File: src/rtl/npu_pkg.sv
// Shared definitions for the convolution window engine: bus address map,
// control/status bit positions, row FSM states and datapath width helper.
package npu_pkg;

  localparam logic [2:0] SEL_COL    = 3'd1;
  localparam logic [2:0] SEL_WGT    = 3'd2;
  localparam logic [2:0] SEL_CTL    = 3'd4;
  localparam logic [2:0] SEL_STATUS = 3'd5;
  localparam logic [2:0] SEL_POP    = 3'd6;
  localparam logic [2:0] SEL_COUNT  = 3'd7;

  localparam int CTL_ROW_START = 0;
  localparam int CTL_RELU      = 1;
  localparam int CTL_SIGNED    = 2;
  localparam int CTL_CLEAR     = 3;

  localparam int STAT_NONEMPTY = 0;
  localparam int STAT_IN_READY = 1;
  localparam int STAT_UNF      = 2;
  localparam int STAT_OVF      = 3;

  typedef enum logic [0:0] {
    S_FILL = 1'b0,
    S_RUN  = 1'b1
  } row_state_e;

  // Width that holds the exact sum of all window products without overflow.
  function automatic int sum_width(input int dw, input int ww, input int taps);
    return dw + ww + 1 + $clog2(taps);
  endfunction

endpackage

File: src/rtl/npu_res_fifo.sv
// Synchronous result FIFO with first-word fall-through read data.
// Push and pop may occur on the same edge; flush empties it in one cycle.
module npu_res_fifo #(
  parameter int DEPTH = 16,
  parameter int WIDTH = 24
) (
  input  logic                     clk,
  input  logic                     rst,
  input  logic                     i_flush,
  input  logic                     i_push,
  input  logic [WIDTH-1:0]         i_data,
  input  logic                     i_pop,
  output logic [WIDTH-1:0]         o_data,
  output logic [$clog2(DEPTH):0]   o_count,
  output logic                     o_full,
  output logic                     o_empty
);

  localparam int AW = $clog2(DEPTH);

  logic [WIDTH-1:0] r_mem [DEPTH];
  logic [AW-1:0]    r_wr_ptr;
  logic [AW-1:0]    r_rd_ptr;
  logic [AW:0]      r_count;
  logic             w_do_push;
  logic             w_do_pop;

  assign o_empty   = (r_count == '0);
  assign o_full    = (r_count == (AW+1)'(DEPTH));
  assign w_do_pop  = i_pop & ~o_empty;
  // A full FIFO can still take a push when the same edge frees a slot.
  assign w_do_push = i_push & (~o_full | w_do_pop);

  always_ff @(posedge clk) begin
    if (rst || i_flush) begin
      r_wr_ptr <= '0;
      r_rd_ptr <= '0;
      r_count  <= '0;
    end else begin
      if (w_do_push) r_wr_ptr <= r_wr_ptr + AW'(1);
      if (w_do_pop)  r_rd_ptr <= r_rd_ptr + AW'(1);
      case ({w_do_push, w_do_pop})
        2'b10:   r_count <= r_count + (AW+1)'(1);
        2'b01:   r_count <= r_count - (AW+1)'(1);
        default: r_count <= r_count;
      endcase
    end
  end

  always_ff @(posedge clk) begin
    if (w_do_push) r_mem[r_wr_ptr] <= i_data;
  end

  assign o_data  = r_mem[r_rd_ptr];
  assign o_count = r_count;

endmodule

File: src/rtl/npu_conv_window_engine.sv
// Sliding K_H x K_W convolution window fed one column per bus write; each
// accepted column on a full window yields one saturated dot product in a FIFO.
module npu_conv_window_engine
  import npu_pkg::*;
#(
  parameter int K_H        = 3,
  parameter int K_W        = 3,
  parameter int DW         = 8,
  parameter int WW         = 8,
  parameter int ACC_W      = 24,
  parameter int FIFO_DEPTH = 16
) (
  input  logic        clk,
  input  logic        rst,
  input  logic        ena,
  input  logic        wea,
  input  logic [15:0] addra,
  input  logic [31:0] dina,
  output logic [31:0] douta,
  output row_state_e  o_dbg_state
);

  localparam int N_TAPS = K_H * K_W;
  localparam int PROD_W = DW + 1 + WW;
  localparam int SUM_W  = sum_width(DW, WW, N_TAPS);
  localparam int EXT_W  = ((SUM_W > ACC_W) ? SUM_W : ACC_W) + 1;
  localparam int CNT_W  = $clog2(FIFO_DEPTH) + 1;
  localparam int COL_W  = $clog2(K_W + 1);

  localparam logic [ACC_W-1:0]        RES_MAX = {1'b0, {(ACC_W-1){1'b1}}};
  localparam logic [ACC_W-1:0]        RES_MIN = {1'b1, {(ACC_W-1){1'b0}}};
  localparam logic signed [EXT_W-1:0] SAT_MAX = EXT_W'($signed(RES_MAX));
  localparam logic signed [EXT_W-1:0] SAT_MIN = EXT_W'($signed(RES_MIN));

  // Bus decode
  logic [2:0] w_sel;
  logic [7:0] w_idx;
  logic       w_wr, w_rd;
  logic       w_col_wr, w_wgt_wr, w_ctl_wr;
  logic       w_clear, w_row_start;
  logic       w_col_acc, w_pop_rd, w_pop;
  logic       w_in_ready;

  assign w_sel       = addra[14:12];
  assign w_idx       = addra[7:0];
  assign w_wr        = ena & wea;
  assign w_rd        = ena & ~wea;
  assign w_col_wr    = w_wr & (w_sel == SEL_COL);
  assign w_wgt_wr    = w_wr & (w_sel == SEL_WGT);
  assign w_ctl_wr    = w_wr & (w_sel == SEL_CTL);
  assign w_clear     = w_ctl_wr & dina[CTL_CLEAR];
  assign w_row_start = w_ctl_wr & dina[CTL_ROW_START] & ~dina[CTL_CLEAR];
  assign w_col_acc   = w_col_wr & w_in_ready;
  assign w_pop_rd    = w_rd & (w_sel == SEL_POP);

  // FIFO and occupancy; in-flight results reserve their FIFO slot up front
  logic [ACC_W-1:0] w_res;
  logic [ACC_W-1:0] w_fifo_data;
  logic [CNT_W-1:0] w_fifo_count;
  logic             w_fifo_full, w_fifo_empty;
  logic             r_v0, r_v1;
  logic [1:0]       w_inflight;
  logic [CNT_W:0]   w_occupancy;

  assign w_inflight  = {1'b0, r_v0} + {1'b0, r_v1};
  assign w_occupancy = {1'b0, w_fifo_count} + (CNT_W+1)'(w_inflight);
  assign w_in_ready  = (w_occupancy < (CNT_W+1)'(FIFO_DEPTH));
  assign w_pop       = w_pop_rd & ~w_fifo_empty;

  npu_res_fifo #(
    .DEPTH (FIFO_DEPTH),
    .WIDTH (ACC_W)
  ) u_fifo (
    .clk     (clk),
    .rst     (rst),
    .i_flush (w_clear),
    .i_push  (r_v1),
    .i_data  (w_res),
    .i_pop   (w_pop),
    .o_data  (w_fifo_data),
    .o_count (w_fifo_count),
    .o_full  (w_fifo_full),
    .o_empty (w_fifo_empty)
  );

  // Row FSM
  row_state_e       r_state, w_state_next;
  logic [COL_W-1:0] r_col_cnt;
  logic             w_fill_last;
  logic             w_issue, w_cnt_inc;

  assign w_fill_last = (r_col_cnt == COL_W'(K_W - 1));

  always_ff @(posedge clk) begin
    if (rst || w_clear) r_state <= S_FILL;
    else                r_state <= w_state_next;
  end

  always_comb begin
    w_state_next = r_state;
    if (w_row_start)
      w_state_next = S_FILL;
    else if (w_col_acc && (r_state == S_FILL) && w_fill_last)
      w_state_next = S_RUN;
  end

  always_comb begin
    w_issue   = 1'b0;
    w_cnt_inc = 1'b0;
    if (w_col_acc) begin
      case (r_state)
        S_FILL: begin
          if (w_fill_last) w_issue   = 1'b1;
          else             w_cnt_inc = 1'b1;
        end
        S_RUN:   w_issue = 1'b1;
        default: w_issue = 1'b0;
      endcase
    end
  end

  always_ff @(posedge clk) begin
    if (rst || w_clear || w_row_start) r_col_cnt <= '0;
    else if (w_cnt_inc)                r_col_cnt <= r_col_cnt + COL_W'(1);
  end

  assign o_dbg_state = r_state;

  // Window: column 0 is the oldest, column K_W-1 the newest
  logic [DW-1:0] r_win [K_H][K_W];

  always_ff @(posedge clk) begin
    if (w_col_acc) begin
      for (int r = 0; r < K_H; r++) begin
        for (int c = 0; c < K_W - 1; c++) r_win[r][c] <= r_win[r][c+1];
        r_win[r][K_W-1] <= dina[r*DW +: DW];
      end
    end
  end

  // Weights and configuration
  logic signed [WW-1:0] r_wgt [N_TAPS];
  logic                 r_relu_en, r_signed_in;

  always_ff @(posedge clk) begin
    if (rst) begin
      for (int i = 0; i < N_TAPS; i++) r_wgt[i] <= '0;
    end else if (w_wgt_wr) begin
      for (int i = 0; i < N_TAPS; i++)
        if (w_idx == 8'(i)) r_wgt[i] <= dina[WW-1:0];
    end
  end

  always_ff @(posedge clk) begin
    if (rst) begin
      r_relu_en   <= 1'b1;
      r_signed_in <= 1'b0;
    end else if (w_ctl_wr) begin
      r_relu_en   <= dina[CTL_RELU];
      r_signed_in <= dina[CTL_SIGNED];
    end
  end

  // Stage 1: per-tap products
  logic signed [DW:0]       w_px_ext [N_TAPS];
  logic signed [PROD_W-1:0] w_prod   [N_TAPS];
  logic signed [PROD_W-1:0] r_prod   [N_TAPS];
  logic                     r_relu_s1;

  always_comb begin
    for (int r = 0; r < K_H; r++) begin
      for (int c = 0; c < K_W; c++) begin
        w_px_ext[r*K_W+c] = {r_signed_in & r_win[r][c][DW-1], r_win[r][c]};
      end
    end
    for (int i = 0; i < N_TAPS; i++)
      w_prod[i] = PROD_W'(w_px_ext[i]) * PROD_W'(r_wgt[i]);
  end

  always_ff @(posedge clk) begin
    if (rst || w_clear) begin
      r_v0 <= 1'b0;
      r_v1 <= 1'b0;
    end else begin
      r_v0 <= w_issue;
      r_v1 <= r_v0;
    end
  end

  // ReLU is captured with the products so a later config write cannot leak in
  always_ff @(posedge clk) begin
    if (r_v0) begin
      for (int i = 0; i < N_TAPS; i++) r_prod[i] <= w_prod[i];
      r_relu_s1 <= r_relu_en;
    end
  end

  // Stage 2: exact sum, ReLU, saturate
  logic signed [SUM_W-1:0] w_sum, w_sum_relu;
  logic signed [EXT_W-1:0] w_sum_ext;

  always_comb begin
    w_sum = '0;
    for (int i = 0; i < N_TAPS; i++) w_sum = w_sum + SUM_W'(r_prod[i]);
    w_sum_relu = (r_relu_s1 && w_sum[SUM_W-1]) ? '0 : w_sum;
    w_sum_ext  = EXT_W'(w_sum_relu);
    if (w_sum_ext > SAT_MAX)      w_res = RES_MAX;
    else if (w_sum_ext < SAT_MIN) w_res = RES_MIN;
    else                          w_res = w_sum_ext[ACC_W-1:0];
  end

  // Sticky flags
  logic r_ovf, r_unf;

  always_ff @(posedge clk) begin
    if (rst || w_clear) begin
      r_ovf <= 1'b0;
      r_unf <= 1'b0;
    end else begin
      if (w_col_wr && !w_in_ready)  r_ovf <= 1'b1;
      if (w_pop_rd && w_fifo_empty) r_unf <= 1'b1;
    end
  end

  // Read data
  logic [31:0] w_status;

  always_comb begin
    w_status                = '0;
    w_status[STAT_NONEMPTY] = ~w_fifo_empty;
    w_status[STAT_IN_READY] = w_in_ready;
    w_status[STAT_UNF]      = r_unf;
    w_status[STAT_OVF]      = r_ovf;
  end

  always_ff @(posedge clk) begin
    if (rst) begin
      douta <= '0;
    end else if (w_rd) begin
      case (w_sel)
        SEL_STATUS: douta <= w_status;
        SEL_POP: begin
          if (w_fifo_empty) douta <= '0;
          else              douta <= 32'($signed(w_fifo_data));
        end
        SEL_COUNT: douta <= 32'(w_fifo_count);
        default:   douta <= '0;
      endcase
    end
  end

  logic w_unused_bits;
  assign w_unused_bits = ^{addra[15], addra[11:8], dina, w_fifo_full};

endmodule

File: config.mk
export PLATFORM = sky130hd
export DESIGN_NAME = npu_conv_window_engine
export DESIGN_NICKNAME = d
export VERILOG_FILES = /design/src/rtl/npu_pkg.sv /design/src/rtl/npu_res_fifo.sv /design/src/rtl/npu_conv_window_engine.sv
export SDC_FILE = /design/constraint.sdc
export NUM_CORES = 2
export LEC_CHECK = 0
export ABC_AREA = 1
export BUFFER_PORTS_ARGS = -buffer_cell sky130_fd_sc_hd__clkbuf_2
export CAP_MARGIN = 20
export CORE_MARGIN = 2
export CORE_UTILIZATION = 23
export DETAILED_ROUTE_END_ITERATION = 8
export PLACE_DENSITY_LB_ADDON = 0.2
export SYNTH_ARGS = -nofsm -noshare
export SYNTH_HDL_FRONTEND = slang
export SYNTH_SLANG_ARGS = --single-unit
File: constraint.sdc
create_clock -name clk -period 10.8 [get_ports clk]
set_input_delay 1.08 -clock clk [delete_from_list [all_inputs] [get_ports clk]]
set_output_delay 1.08 -clock clk [all_outputs]
set_load 0.02 [all_outputs]
# After elaboration in Yosys (flattened, before gate mapping)
# Memories as Yosys holds them, arrays and structs flattened. A register that Yosys moved wholly into a read port is not among the register bits.
# Cells that the tools add are included.
# Widths: inputs -> output; s select.
# op_classes
mux	66
n_lt_le_gt_ge	3
bitwise	38
n_mul	9
addsub	15
eq_ne	18
n_reduce_logical	13
# ops
operator	count
$mul 9x8->17	9
$pmux 32 s3	1
$add 21x17->21	4
$mux 8	9
$mux 1	48
$mux 24	2
$eq 8x3->1 const B	4
$mux 32	1
$gt 21x24->1 const B	1
$lt 21x24->1 const B	1
$and 1x1->1	22
$add 20x17->21	1
$mux 21	1
$add 19x17->20	1
$add 18x17->19	1
$add 17x17->18	1
$eq 8x2->1 const B	2
$eq 3x3->1 const B	4
$or 1x1->1	10
$pmux 5 s2	1
$add 4x1->4 const B	2
$eq 8x1->1 const B	1
$eq 8x4->1 const B	1
$logic_not 8->1	1
other kinds (20)	33
# totals
ff_bits	55
in_bits	52
elab_cells	179
mem_bits_rw	681
n_memories	4
out_inout_bits	33
# mem_list
memory	depth	width	read_ports	rd_clocked_by_memory_dff	write_ports	line_no	rtl
u_fifo.r_mem	16	24	1	1	1	npu_res_fifo.sv:21	logic [WIDTH-1:0] r_mem [DEPTH];
r_prod	9	17	9	0	9	npu_conv_window_engine.sv:167	logic signed [PROD_W-1:0] r_prod [N_TAPS];
r_wgt	9	8	9	0	9	npu_conv_window_engine.sv:142	logic signed [WW-1:0] r_wgt [N_TAPS];
r_win	3	24	3	0	3	npu_conv_window_engine.sv:130	logic [DW-1:0] r_win [K_H][K_W];

# Longest topological paths before layout
# An unclocked memory read counts as a cell.
# depth
ltp_word	14
mapped_depth	22
mapped_depth_nobuf	21

# Modules after synthesis
# Synthesis repeated with hierarchy kept, for this count alone.
# unflattened
hier_cells	5705
area_unflattened_um2	56466.7
# by_module_without_submodules
module	area_each_um2	instances	seq_area_each_um2	cells_per_inst
npu_conv_window_engine	39972.1	1	9609.2	4363
npu_res_fifo	16494.6	1	11871.4	1342

# Worst setup path after synthesis
# Ideal clock, no wire load.
# synth_path
path_type	reg-to-reg
start	reg r_v0
end	reg r_col_cnt[1]
setup_ns	0.079
t_arrival_ns	7.129
path_slack_ns	3.591
path_stages_with_launch	9
synth_period_minus_slack_ns	7.209
n_path_buf	0
required_time_ns	10.721
cell_sequence	dfxtp_1 ha_1 a21oi_1 o21ai_0 nor2_2 nand2_1 inv_1 nor2_1 a211oi_2
# synth_via
elab_chain_cells	5
# synth_lines
item	line_no	rtl
from (decl)	npu_conv_window_engine.sv:61	logic r_v0, r_v1;
from (signal assigned)	npu_conv_window_engine.sv:185	r_v0 <= w_issue;
$add 1x1->2	npu_conv_window_engine.sv:65	assign w_inflight = {1'b0, r_v0} + {1'b0, r_v1};
$add 5x2->6	npu_conv_window_engine.sv:66	assign w_occupancy = {1'b0, w_fifo_count} + (CNT_W+1)'(w_inflight);
$lt 6x5->1	npu_conv_window_engine.sv:67	assign w_in_ready = (w_occupancy < (CNT_W+1)'(FIFO_DEPTH));
$and 1x1->1	npu_conv_window_engine.sv:53	assign w_col_acc = w_col_wr & w_in_ready;
named net w_col_acc	npu_conv_window_engine.sv:41	logic w_col_acc, w_pop_rd, w_pop;
$mux 1	npu_conv_window_engine.sv:110	if (w_col_acc) begin
to (signal assigned)	npu_conv_window_engine.sv:124	else if (w_cnt_inc) r_col_cnt <= r_col_cnt + COL_W'(1);
to (decl)	npu_conv_window_engine.sv:88	logic [COL_W-1:0] r_col_cnt;
# The timed path passes the listed nets, and every way through them passes these cells.
# A chain may end at the register's enable or synchronous reset.

==> flow_summary.toml <==
[status]
status = "completed"

[placed_design]
placedCellCount = 8256
globalplace.congestion = 0.796
hpwl_microns = 105000
io_buffers = 71

[final_layout]
multi_input_area_sq_um = 27900
fillerInstances = 24792
regArea_sq_um = 20000
mostFrequentLayoutCells = "1,317 x inv_1, 895 x nand2_1, 673 x fa_1"
layout-drive-gt1-share_pct = 6.59
final_common_cell = "inv_1"
nNetsFinal = 6333
fin_cells = 8413
area.growth.synth_to_final_pct = 11.5

[setup_path]
critPathKind = "reg2reg"
end_kind = "register"
cp.required_ps = 11290
startpoint_type = "register"
worst-path-max-fanout = 20
worstPathArrival_ps = 6050
reg2reg_slack_ps = 5230

[detailed_routing]
drt_wl_total_microns = 144000
drc = 0
wl_per_cell_microns = 17.1
drt_iter0_drc = 1876
dr.pass1.iters = 5
vias_per_cell = 4.08
drtAntennaViolNets = 0
dr_total_vias = 34314

[sta]
hold_viol = 0
fmax_mhz = 180
maxSlewHeadroom_pct = 24.7
setup_viol = 0
fin_setup_tns_ps = 0
drv_slew = 0
period_share_pct = 51.5
skew_ps = 39.7
rsz0062_at_grt = "false"
min_period_ps = 5570
tightest_slew_ps = 1120

[clock_tree]
cts_max_level = 3
clock-sinks = 682
hold_buffers = 0
root_buffer = "clkbuf_16"
postCtsResizedCells = 0
path_clk_slew_ps = 60
cts_max_path_buffers = 3
post_cts_buffers = 0
cts_tree = "done"
clk_latency_ps = 720
cts_buffers = 84

[synth]
syn-num-nets = 6371
ys_warn_count = 0
syn-mean-instance-area_sq_um = 10.1
syn-cell-area_sq_um = 53800
synth-seq-area-share_pct = 37.2
synthTopCellsByArea = "edfxtp_1 35%, fa_1 25%, inv_1 9.2%, ha_1 7.2%, nand2_1 6.2%"
synth_top_area_share_pct = 35.4
synthCells = 5337
ys_types = 51
synth_seq_cells = 682
yosysTopAreaCell = "edfxtp_1"

[global_route]
grt_pass1_vias = 36169
antenna_found_initial = 5
grt_start_max_net_pins = 85
grt_usage_pct = 12.4
grt_pass1_wl_microns = 223000
gr-total-overflow = 0

[die]
dieArea_sq_um = 238000
row_count = 177
die_w_microns = 488
ioPinCount = 85
initial_core_util_pct = 23.1
die_h_microns = 488
coreArea_sq_um = 233000

[power]
power_leakage_nw = 27.0
max-vdd-ir-drop_uv = 123
powerDensity_nw_per_um2 = 129

[hold_path]
hold_path.class = "reg2reg"

[job]
drv_cap = 0
==> synth_stat cells (all sizes together) <==
cell type,instances
inv,1327
nand2,903
fa,673
edfxtp,634
ha,309
nor2,280
o21ai,217
clkbuf,170
a21oi,137
nand3,129
xor2,87
xnor2,81
or2,76
buf,55
dfxtp,48
o22ai,36
o211ai,34
o221ai,33
nand4,23
nor3,18
a21boi,14
a31oi,13
o21bai,9
nand3b,8
nor4,6
a21o,5
a211oi,4
and3,2
o21a,2
o31ai,2
clkinv,1
o2111ai,1
==> worst paths after layout <==
check,start,endpoint,cells past startpoint
setup / recovery,r_signed_in$_SDFFE_PP0P_,r_prod[0][83]$_DFFE_PP_,15
hold / removal,douta[11]$_SDFFE_PP0P_,douta[11]$_SDFFE_PP0P_,2
setup reg to reg,r_signed_in$_SDFFE_PP0P_,r_prod[0][83]$_DFFE_PP_,15
hold reg to reg,douta[11]$_SDFFE_PP0P_,douta[11]$_SDFFE_PP0P_,2
==> cells by family (layout without fill, tap and decap cells) <==
family                   after synthesis  count (layout)  synth area share, %
buffers and inverters               1553            1584                 11.2
AND/OR/NAND/NOR                     1445            1445                 11.2
adder cells (fa/ha/maj)              982             982                 32.2
flip-flops                           682             682                 37.2
AO/OA/AOI/OAI                        507             507                 5.45
XOR/XNOR                             168             168                 2.74
other                                  0               2                    0
==> sequential cells by signal (all words and copies together) (netlist names), 2 cells and up, named ones only <==
register,count
r_win,72
r_prod,153
u_fifo.o_count,5
r_wgt,72
r_col_cnt,2
u_fifo.r_wr_ptr,4
douta,22
u_fifo.r_rd_ptr,4
u_fifo.r_mem,336
==> layout make-up <==
cell class | count | area share, %
Multi-Input combinational cell | 3102 | 46.5
Clock inverter | 39 | 0.536
Antenna cell | 2 | 0.00835
Timing Repair Buffer | 101 | 1.00
Inverter | 1328 | 8.32
Sequential cell | 682 | 33.4
Clock buffer | 116 | 3.86
Tap cell | 3043 | 6.35
==> power breakdown <==
part	internal [mW]	leakage, nW	switching [mW]
registers	2.99	6.15	0.0502
clock network	1.58	1.27	1.19
logic	0.719	19.5	1.22
==> metal layers <==
layer	share of wire [%]	track usage, %	up-vias
li1	-	-	16367
met1	47	16.9	17307
met3	3.6	1.88	134
met2	48	20.6	504
met5	0.0090	0	-
met4	1.6	2.49	2
==> worst max-delay path, cell delays in order, from the launching register on <==
cell	delay, ps
dfxtp_1	430
inv_2	550
buf_4	470
nor2_1	170
fa_1	650
inv_1	130
fa_1	530
fa_1	450
fa_1	540
inv_1	50
ha_1	370
inv_1	90
nor3_1	270
nand3_1	130
nand4_1	120
xor2_1	350
==> per-stage QoR <==
stage          hold slack [ps]  total power, mW  cell area [sq um]  setup WS (ps)  util [%]
2_1_floorplan              409             4.45              53800           3590         -
3_3_place_gp               451             5.07              57300           5180      24.6
3_5_place_dp               458             5.06              57300           5150      24.6
4_1_cts                    468             7.89              60000           5120      25.8
5_1_grt                    479             8.24              60000           4890      25.8
6_report                   465             7.74              60000           5230      25.8
(Power assumes the default switching activity.)
